<file path="config.mk">
export PLATFORM = sky130hd
export DESIGN_NAME = program_loader_flat
export DESIGN_NICKNAME = d
export VERILOG_FILES = /design/src/rtl/program_loader_pkg.sv /design/src/rtl/program_loader_if.sv /design/src/rtl/program_loader.sv /design/src/flat_wrapper.sv
export SDC_FILE = /design/constraint.sdc
export NUM_CORES = 1
export LEC_CHECK = 0
export ABC_AREA = 1
export CAP_MARGIN = 20
export CORE_ASPECT_RATIO = 0.9
export CORE_MARGIN = 2
export CORE_UTILIZATION = 50
export DETAILED_ROUTE_END_ITERATION = 16
export PLACE_DENSITY_LB_ADDON = 0.05
export SLEW_MARGIN = 20
export SYNTH_ARGS = -nofsm -noshare
export SYNTH_HDL_FRONTEND = slang
export SYNTH_SLANG_ARGS = --single-unit
</file>
<file path="constraint.sdc">
create_clock -name clk -period 1.5 [get_ports clk]
set_input_delay 0.225 -clock clk [delete_from_list [all_inputs] [get_ports clk]]
set_output_delay 0.225 -clock clk [all_outputs]
set_load 0.03 [all_outputs]
</file>
<file path="src/rtl/program_loader_pkg.sv">
// program_loader_pkg: shared states and constants for the instruction-memory loader.
package program_loader_pkg;
    localparam int PL_DEPTH   = 16;
    localparam int PL_ADDR_W  = 4;
    localparam int PL_INSTR_W = 9;
    localparam logic [7:0] PL_HI_RSVD_MASK = 8'hFE;
    typedef enum logic [2:0] {
        S_IDLE, S_COUNT, S_LO, S_HI, S_CSUM, S_DONE, S_ERR
    } loader_state_t;
endpackage

</file>
<file path="src/rtl/program_loader_if.sv">
// program_loader_if: host byte stream plus instruction-memory write port.
interface program_loader_if
    import program_loader_pkg::*;
#(
    parameter int ADDR_W  = PL_ADDR_W,
    parameter int INSTR_W = PL_INSTR_W
) ();
    logic [7:0]         rx_data;
    logic               rx_valid;
    logic               rx_ready;
    logic               im_we;
    logic [ADDR_W-1:0]  im_waddr;
    logic [INSTR_W-1:0] im_wdata;
    modport master (output rx_data, rx_valid, input rx_ready, im_we, im_waddr, im_wdata);
    modport slave  (input rx_data, rx_valid, output rx_ready, im_we, im_waddr, im_wdata);
endinterface

</file>
<file path="src/rtl/program_loader.sv">
// program_loader: receives a framed program byte stream and writes it into instruction memory.
module program_loader
    import program_loader_pkg::*;
#(
    parameter int DEPTH   = PL_DEPTH,
    parameter int ADDR_W  = PL_ADDR_W,
    parameter int INSTR_W = PL_INSTR_W
) (
    input  logic clk,
    input  logic rst_n,
    input  logic start,
    program_loader_if.slave bus,
    output logic cpu_hold,
    output logic done,
    output logic err
);
    loader_state_t st, nxt;
    logic [ADDR_W-1:0] addr, last;
    logic [7:0] lo, csum;
    logic xfer, start_ok, hi_bad, n_bad;

    assign xfer     = bus.rx_valid && bus.rx_ready;
    assign start_ok = start && (st == S_IDLE || st == S_DONE || st == S_ERR);
    assign hi_bad   = |(bus.rx_data & PL_HI_RSVD_MASK);
    assign n_bad    = bus.rx_data == 8'd0 || {24'd0, bus.rx_data} > 32'(DEPTH);
    assign bus.rx_ready = st == S_COUNT || st == S_LO || st == S_HI || st == S_CSUM;
    assign cpu_hold = bus.rx_ready || st == S_ERR;
    assign done     = st == S_DONE;
    assign err      = st == S_ERR;

    always_ff @(posedge clk or negedge rst_n)
        if (!rst_n) st <= S_IDLE;
        else        st <= nxt;

    always_comb begin
        nxt = st;
        case (st)
            S_IDLE, S_DONE, S_ERR: nxt = start_ok ? S_COUNT : st;
            S_COUNT: nxt = xfer ? (n_bad ? S_ERR : S_LO) : st;
            S_LO:    nxt = xfer ? S_HI : st;
            S_HI:    nxt = xfer ? (hi_bad ? S_ERR : (addr == last ? S_CSUM : S_LO)) : st;
            S_CSUM:  nxt = xfer ? (bus.rx_data == csum ? S_DONE : S_ERR) : st;
            default: nxt = S_IDLE;
        endcase
    end

    // The checksum byte itself is compared, never folded into the accumulator.
    always_ff @(posedge clk or negedge rst_n) begin
        if (!rst_n) begin
            addr         <= '0;
            last         <= '0;
            lo           <= '0;
            csum         <= '0;
            bus.im_we    <= 1'b0;
            bus.im_waddr <= '0;
            bus.im_wdata <= '0;
        end else begin
            bus.im_we <= 1'b0;
            if (start_ok) begin
                addr <= '0;
                csum <= '0;
            end
            if (xfer && st != S_CSUM) csum <= csum ^ bus.rx_data;
            if (xfer && st == S_COUNT) last <= ADDR_W'(bus.rx_data - 8'd1);
            if (xfer && st == S_LO) lo <= bus.rx_data;
            if (xfer && st == S_HI && !hi_bad) begin
                bus.im_we    <= 1'b1;
                bus.im_waddr <= addr;
                bus.im_wdata <= INSTR_W'({bus.rx_data[0], lo});
                if (addr != last) addr <= addr + ADDR_W'(1);
            end
        end
    end
endmodule

</file>
<file path="src/flat_wrapper.sv">
// flat-port wrapper written by rule: the top's interface ports become plain ports
module program_loader_flat import program_loader_pkg::*;
#(
    parameter int DEPTH   = PL_DEPTH,
    parameter int ADDR_W  = PL_ADDR_W,
    parameter int INSTR_W = PL_INSTR_W
)
  (clk, rst_n, start, cpu_hold, done, err, bus_rx_data, bus_rx_valid, bus_rx_ready, bus_im_we, bus_im_waddr, bus_im_wdata);
  program_loader_if #(.ADDR_W(ADDR_W), .INSTR_W(INSTR_W)) bus_i ();
  input  logic clk;
  input  logic rst_n;
  input  logic start;
  output logic cpu_hold;
  output logic done;
  output logic err;
  input wire logic [$bits(bus_i.rx_data)-1:0] bus_rx_data;
  input wire logic [$bits(bus_i.rx_valid)-1:0] bus_rx_valid;
  output wire logic [$bits(bus_i.rx_ready)-1:0] bus_rx_ready;
  output wire logic [$bits(bus_i.im_we)-1:0] bus_im_we;
  output wire logic [$bits(bus_i.im_waddr)-1:0] bus_im_waddr;
  output wire logic [$bits(bus_i.im_wdata)-1:0] bus_im_wdata;
  assign bus_i.rx_data = bus_rx_data;
  assign bus_i.rx_valid = bus_rx_valid;
  assign bus_rx_ready = bus_i.rx_ready;
  assign bus_im_we = bus_i.im_we;
  assign bus_im_waddr = bus_i.im_waddr;
  assign bus_im_wdata = bus_i.im_wdata;
  program_loader #(.DEPTH(DEPTH), .ADDR_W(ADDR_W), .INSTR_W(INSTR_W)) u_core (.clk(clk), .rst_n(rst_n), .start(start), .bus(bus_i), .cpu_hold(cpu_hold), .done(done), .err(err));
endmodule
</file>
== Yosys cells after proc, flatten, opt, wreduce, memory -nomap -nowiden ==
Index checks and enable logic that the tools add are counted.

* Output and inout bits: 18
* Input port bits: 12
* Logic and storage cells: 64
* Flip-flop bits (word level): 41

* Eq/ne operators: 15
* Bitwise gates (word level): 1
* Add/subtract/negate cells: 2
* Mux-type cells: 16
* Reductions and logical operators: 21
* Order comparisons: 1

{| class="wikitable"
|+ Operator list
! operator !! count
|-
| $mux W3 || 8
|-
| $mux W8 || 2
|-
| $pmux W3 S5 || 1
|-
| $mux W4 || 3
|-
| $ne A2 B1 Y1 const B || 5
|-
| $eq A3 B3 Y1 const B || 3
|-
| $eq A8 B8 Y1 || 1
|-
| $gt A8 B5 Y1 const B || 1
|-
| $logic_not A8 Y1 || 1
|-
| $xor A8 B8 Y8 || 1
|-
| $logic_and A1 B1 Y1 || 7
|-
| $logic_or A1 B1 Y1 || 7
|-
| $reduce_or A7 Y1 || 1
|-
| $eq A3 B2 Y1 const B || 2
|-
| $reduce_and A5 Y1 || 1
|-
| $add A4 B1 Y4 const B || 1
|-
| $eq A4 B4 Y1 || 1
|-
| $ne A4 B4 Y1 || 1
|-
| $sub A4 B1 Y4 const B || 1
|-
| $eq A3 B1 Y1 const B || 1
|-
| $logic_not A3 Y1 || 1
|-
| $ne A3 B3 Y1 const B || 1
|-
| $reduce_or A3 Y1 || 1
|-
| $mux W2 || 1
|-
| other kinds (3) || 3
|}

== Longest topological paths before layout ==
Gate-level depths: netlist (run 1).

* Depth in word-level cells: 8
* Mapped depth: 10
* Depth with buffers taken out: 10

== Worst setup path after synthesis (run 1) ==
OpenSTA, ideal clock, no wires.

* Path type: register to output
* Start point: register u_core.st[0]
* End point: output cpu_hold
* Path slack: -0.031 ns
* Stages on the path, launching flop included: 5
* Data arrival time: 1.306 ns
* Buffers on the path: 0
* Cell sequence: dfrtp_1 > inv_1 > nand2_1 > nor2_1 > or2_2

* Elaborated cells between the ends (all ways): 9
* Classes of those cells: eq/ne (5); reduce/logical (4)

{| class="wikitable"
|+ RTL lines
! item !! line !! text
|-
| start, declared || program_loader.sv:17 || <nowiki>loader_state_t st, nxt;</nowiki>
|-
| start signal, assigned || program_loader.sv:33 || <nowiki>else st <= nxt;</nowiki>
|-
| $eq A3 B3 Y1 || -- ||
|-
| named net err || flat_wrapper.sv:15 || <nowiki>output logic err;</nowiki>
|-
| $logic_or A1 B1 Y1 || program_loader.sv:27 || <nowiki>assign cpu_hold = bus.rx_ready || st == S_ERR;</nowiki>
|-
| end, declared || flat_wrapper.sv:13 || <nowiki>output logic cpu_hold;</nowiki>
|}

The timed path passes the listed nets, and every way through them passes these cells.

== Worst setup path after layout (run 1) ==
* Start point: register u_core.st[0]
* End point: output cpu_hold

* Longest elaborated chain between the ends: 5
* Elaborated cells between the ends (all ways): 9
* Classes of those cells: eq/ne (5); reduce/logical (4)

{| class="wikitable"
|+ RTL lines
! item !! line !! text
|-
| $eq A3 B1 Y1 / $eq A3 B2 Y1 (equally long branches) || program_loader.sv:26 || <nowiki>assign bus.rx_ready = st == S_COUNT || st == S_LO || st == S_HI || st == S_CSUM;</nowiki>
|-
| $logic_or A1 B1 Y1 (3 in series) || program_loader.sv:26 ||
|-
| $logic_or A1 B1 Y1 (*) || program_loader.sv:27 ||
|}

Mark *: on every way between the ends. The rest lies on a longest branch, timed or not.

==> results of run 1 <==
-- state kept, by name, indices dropped and copies added, names as in the netlist --
register,count
u_core.addr,4
u_core.csum,8
u_core.bus.im_we,1
u_core.lo,8
u_core.st,3
u_core.last,4
u_core.bus.im_waddr,4
u_core.bus.im_wdata,9
-- layer usage --
| layer | routed length (um) | track usage | up-vias | part of all wire |
|---|---|---|---|---|
| met5 | 0 | 0 | - | 0 |
| li1 | - | - | 992 | - |
| met3 | 158 | 0.0404 | 5 | 0.033 |
| met1 | 2260 | 0.296 | 888 | 0.47 |
| met2 | 2320 | 0.366 | 38 | 0.48 |
| met4 | 54 | 0.0731 | 0 | 0.011 |
-- cell type report --
class,count,area [sq um],share of cell area
well taps,48,60.1,0.0203
multi-input cells,190,1020,0.346
flip-flops and latches,41,1030,0.348
clock inverters,3,17.5,0.00591
clock buffers,5,68.8,0.0232
repair buffers,70,621,0.209
inverters,36,143,0.0481
-- worst max path at each step --
stage	slack, ns	to	start	cells past startpoint
2_1_floorplan	0.04	cpu_hold	u_core.st[1]	4
3_3_place_gp	-0.28	cpu_hold	u_core.st[1]	4
3_5_place_dp	-0.30	cpu_hold	u_core.st[1]	4
4_1_cts	-0.08	cpu_hold	u_core.st[1]	4
5_1_grt	-0.12	cpu_hold	u_core.st[0]	4
6_report	-0.08	cpu_hold	u_core.st[0]	4
-- Yosys cell counts --
| library cell | number | area [sq um] |
|---|---|---|
| nand3_2 | 1 | 10.0 |
| nor2_2 | 1 | 6.26 |
| nor2_1 | 17 | 63.8 |
| o22ai_1 | 8 | 50.1 |
| inv_2 | 2 | 7.51 |
| ha_1 | 2 | 25.0 |
| or2_2 | 2 | 12.5 |
| xor2_1 | 3 | 26.3 |
| nand2_2 | 2 | 12.5 |
| nand3_1 | 11 | 55.1 |
| o21ai_2 | 3 | 26.3 |
| dfrtp_1 | 41 | 1030 |
| inv_1 | 34 | 128 |
| o21bai_1 | 1 | 7.51 |
| nand4_1 | 3 | 18.8 |
| nand2_4 | 1 | 11.3 |
| o21ai_0 | 17 | 85.1 |
| buf_2 | 2 | 10.0 |
| buf_6 | 2 | 22.5 |
| nand3_4 | 1 | 17.5 |
| a21oi_1 | 5 | 25.0 |
| nand2_1 | 112 | 420 |
-- what timing repair did --
item                       CTS  global route
setup endpoints to repair   17            31
hold buffers                 1             0
setup buffers                4             2
resized for setup           34            45
pin swaps                    2            14
hold endpoints to repair    41             0
-- logic make-up after synthesis --
group / count (synthesis) / share of synthesized area
AO/OA/AOI/OAI: 34 / 0.0938
XOR/XNOR: 3 / 0.0127
adder cells (fa/ha/maj): 2 / 0.0121
buffers and inverters: 40 / 0.0811
flip-flops: 41 / 0.496
AND/OR/NAND/NOR: 151 / 0.304
-- stage by stage --
step / setup WS (ns) / hold slack [ns] / cells / area (sq um) / utilization
floorplan: 0.0374 / -0.0706 / 271 / 2070 / -
global placement: -0.282 / 0.210 / 378 / 2660 / 0.662
detailed placement: -0.304 / 0.217 / 378 / 2660 / 0.662
CTS: -0.0762 / 0.434 / 391 / 2800 / 0.697
global route: -0.116 / 0.457 / 393 / 2970 / 0.738
finish: -0.0783 / 0.428 / 393 / 2970 / 0.738
-- critical path, delay by kind of cell (launching register included) --
| family | cells | cell delay [ns] |
|---|---|---|
| AND/OR/NAND/NOR | 2 | 0.29 |
| flip-flops | 1 | 0.46 |
| AO/OA/AOI/OAI | 1 | 0.19 |
| buffers and inverters | 1 | 0.14 |
-- placed cells by master (no fill, tap or decap), drive strengths merged --
| cell | count |
|---|---|
| nand2 | 115 |
| buf | 44 |
| dfrtp | 41 |
| inv | 36 |
| o21ai | 20 |
| nor2 | 18 |
| dlygate4sd2 | 14 |
| nand3 | 13 |
| clkdlybuf4s50 | 10 |
| o22ai | 8 |
| clkbuf | 6 |
| a21oi | 5 |
| nand4 | 3 |
| xor2 | 3 |
| ha | 2 |
| clkinv | 2 |
| or2 | 2 |
| o21bai | 1 |
| clkinvlp | 1 |
| dlygate4sd3 | 1 |
-- power by group through the flow --
stage                     logic [mW]  clock network (mW)  registers, mW
after detailed placement        1.82                   0           1.62
after global routing            2.41               0.769           1.68
after floorplan                 1.18                   0           1.58
final                           2.18               0.710           1.65
after CTS                       2.01               0.729           1.60
after global placement          1.77                   0           1.60
==> flow_summary.ini, run 1 <==
[cts]
cts_tree = yes
cts_buffer_depth = 2
clkTransAtPathRegs_ns = 0.08
clock_latency_ns = 0.29
cts_buffers = 5
h-tree-depth = 2
cts_sinks = 41
clockRootBuffer = clkbuf_8

[sta]
setup_violations = 13
rsz0062_at_grt = true
finalSetupTns_ns = -0.355
max_freq_ghz = 0.634
period_needed_ns = 1.58
maxSlewViolCount = 0
hold_viol_final = 0
fin_ws_ns = -0.0783
finClkSkew_ns = 0.00397
tightest_slew_ns = 0.308
max_slew_margin = 0.795
fin_crit_sh = 1.05

[power]
p_comb_frac = 0.481
switching_power_mw = 1.88
power.internal_mw = 2.66
power_density_nw_per_um2 = 1530
swShare = 0.414
design_power_total_mw = 4.54
clkPwrFrac = 0.156
ir_drop_uv = 1320
p_seq_frac = 0.363
leakage_nw = 1.62

[floorplanning]
die_area_sq_um = 4670
dieHeight_um = 65.0
die_w_um = 71.8
initial_core_util = 0.514
num_rows = 22
design.core.area_sq_um = 4020
io_pins = 30

[layout]
n_antenna_cell = 0
fillers = 318
syn_to_final_growth_pct = 43.5
nNetsFinal = 358
layout-drive-gt1-share = 0.296

[routing]
dr.pass1.iters = 4
wl_mm = 4.80
via_per_inst = 4.89
drcViolationCount = 0
ant_nets = 0
num_vias = 1923
drt-initial-drc-count = 111
wl_per_cell_um = 12.2

[grt]
grt_overflow = 0
grt_pass1_wl_mm = 8.03
grtUsageTotal = 0.222
grt_pass1_vias = 1851
grt_max_degree = 42
antenna_found_initial = 0

[setup_path]
r2r-start = u_core.st[2]
slowest_delay_ns = 0.46
start_kind = flop
worstPathCellList = o21ai_4 -> nand2_4 -> or2_4 -> buf_6
criticalPathCategory = reg -> out
endpoint_kind = output port
cp_max_fo = 4
r2r_end = u_core.addr[2]
slowest_stage = dfrtp_2
crit_required_ns = 1.27
r2r_cells = 8
r2r_slack_ns = -0.04
cp.arrival_ns = 1.35

[status]
status = complete, but fails checks
violations = negative setup slack

[synth]
synth.avg_cell_area_sq_um = 7.63
netlist_area_sq_um = 2070
yosysSeqAreaShare = 0.496
synthCells = 271
syn_nets = 285
yosys_warnings = 0
ys_types = 22
ys_ff_latch = 41

[placed_design]
dp_hpwl_mm = 3.36
port_buffers = 29
gp_congestion = 0.874

[run]
drv_cap = 0

[worst_hold_path]
hold_path.class = in -> async
No activity file was read; power rests on OpenSTA's default activity.
==> run 2: changes to the inputs <==
--- a/config.mk
+++ b/config.mk
@@ -8,7 +8,6 @@
 export ABC_AREA = 1
 export CAP_MARGIN = 20
 export CORE_ASPECT_RATIO = 0.9
-export CORE_MARGIN = 2
 export CORE_UTILIZATION = 50
 export DETAILED_ROUTE_END_ITERATION = 16
 export PLACE_DENSITY_LB_ADDON = 0.05
==> flow_summary.ini, run 2 (synthesis gave the netlist of run 1 again) <==
[layout]
final-instance-count-excl-fill = 389
reg_top3 = u_core.bus.im_wdata: 9 flops, u_core.csum: 8 flops, u_core.lo: 8 flops
final_common_cell = nand2_1
mostFrequentLayoutCells = nand2_1, dfrtp_1, buf_4, inv_1, o21ai_0
syn_to_final_growth_pct = 38.2
regMostFlops = u_core.bus.im_wdata
n_antenna_cell = 0
largest_reg_flops = 9
layout-drive-gt1-share = 0.242
fin_util = 0.745
nNetsFinal = 357
fillers = 314

[floorplanning]
io_pins = 30
dieHeight_um = 63.0
num_rows = 21
design.core.area_sq_um = 3840
die_w_um = 69.8
die_area_sq_um = 4400
initial_core_util = 0.539

[cts]
h-tree-depth = 2
cts_sinks = 41
clkTransAtPathRegs_ns = 0.08
clockRootBuffer = clkbuf_8
cts_tree = yes
cts_buffer_depth = 2
cts_buffers = 5
clock_latency_ns = 0.29

[sta]
period_needed_ns = 1.58
maxSlewViolCount = 0
fin_crit_sh = 1.06
rsz0062_at_grt = true
fin_ws_ns = -0.0834
max_slew_margin = 0.722
setup_violations = 2
max_freq_ghz = 0.632
tightest_slew_ns = 0.418
hold_viol_final = 0
finClkSkew_ns = 0.00330

[placed_design]
gp_congestion = 0.891
port_buffers = 29
place_inst = 375
dp_hpwl_mm = 3.31
dp_slack_ns = -0.312

[setup_path]
endpoint_kind = output port
crit_required_ns = 1.27
cp_max_fo = 4
r2r_cells = 6
r2r_slack_ns = 0.04
r2r-start = u_core.st[1]
start_kind = flop
r2r_end = u_core.csum[0]
cp.arrival_ns = 1.36
criticalPathCategory = reg -> out

[worst_hold_path]
hold_path.class = in -> async

[grt]
grt_overflow = 0
grtUsageTotal = 0.229
grt_max_degree = 25
grt_pass1_wl_mm = 7.85
antenna_found_initial = 0
grt_pass1_vias = 1802

[status]
status = complete, but fails checks
violations = negative setup slack

[routing]
drcViolationCount = 0
via_per_inst = 4.89
wl_per_cell_um = 11.4
drt-initial-drc-count = 115
wl_mm = 4.42
num_vias = 1901
dr.pass1.iters = 4
ant_nets = 0

[power]
leakage_nw = 1.56
power_density_nw_per_um2 = 1590
ir_drop_uv = 1310

[run]
drv_cap = 0
## run 2: cell types whose count changed in the layout (fill, tap and decap cells not counted), moves of 3 or more
cell     previous run  this run
buf_4              33        36
nor2_2              2         5
nand2_1            96       108
nand2_4             7         2
nand2_2            12         5
## run 2: through the flow
step / power (mW) / setup TNS, ns / area [sq um] / hold WS (ns)
floorplan: 2.76 / 0 / 2070 / -0.0706
global placement: 3.35 / -2.87 / 2640 / 0.185
detailed placement: 3.40 / -3.94 / 2640 / 0.180
CTS: 4.47 / -0.131 / 2810 / 0.401
global route: 4.87 / -0.666 / 2860 / 0.432
finish: 4.54 / -0.136 / 2860 / 0.393
## run 2: worst max-delay path by stage
stage | startpoint | to | slack (ns) | cells after the start
floorplan | u_core.st[1] | cpu_hold | 0.04 | 4
global placement | u_core.st[0] | cpu_hold | -0.29 | 4
detailed placement | u_core.st[0] | cpu_hold | -0.31 | 4
CTS | u_core.st[1] | cpu_hold | -0.07 | 4
global route | u_core.st[0] | bus_rx_ready | -0.13 | 5
finish | u_core.st[1] | cpu_hold | -0.08 | 4
## run 2: layer usage
layer | up-vias | GRT usage | share of wire
li1 | 986 | - | -
met1 | 864 | 0.305 | 0.50
met2 | 44 | 0.371 | 0.45
met3 | 7 | 0.0435 | 0.038
met5 | - | 0 | 0
met4 | 0 | 0.0825 | 0.014
## run 2: where the power goes
part	internal, mW	leakage [nW]	switching, mW	total [mW]
sequential	1.41	0.536	0.202	1.61
clock	0.483	0.0540	0.370	0.853
combinational	0.902	0.973	1.17	2.07
## run 2: worst max-delay path, stage by stage (launching register included)
cell and delay, ns:
dfrtp_2 0.45, o21ai_4 0.20, nand2_4 0.06, or2_4 0.23, buf_6 0.14
## run 2: cell type report
cell class / instances / area (sq um) / area share
Clock inverter: 2 / 35.0 / 0.0123
Tap cell: 46 / 57.6 / 0.0201
Sequential cell: 41 / 1030 / 0.360
Timing Repair Buffer: 69 / 596 / 0.208
Multi-Input combinational cell: 190 / 932 / 0.326
Inverter: 36 / 138 / 0.0482
Clock buffer: 5 / 68.8 / 0.0241
## run 2: repair_timing
action | 4_1_cts | 5_1_grt
setup endpoints to repair | 18 | 30
hold endpoints to repair | 17 | 0
gates resized for setup | 31 | 19
setup buffers | 6 | 0
pin swaps | 4 | 4
hold buffers | 1 | 0
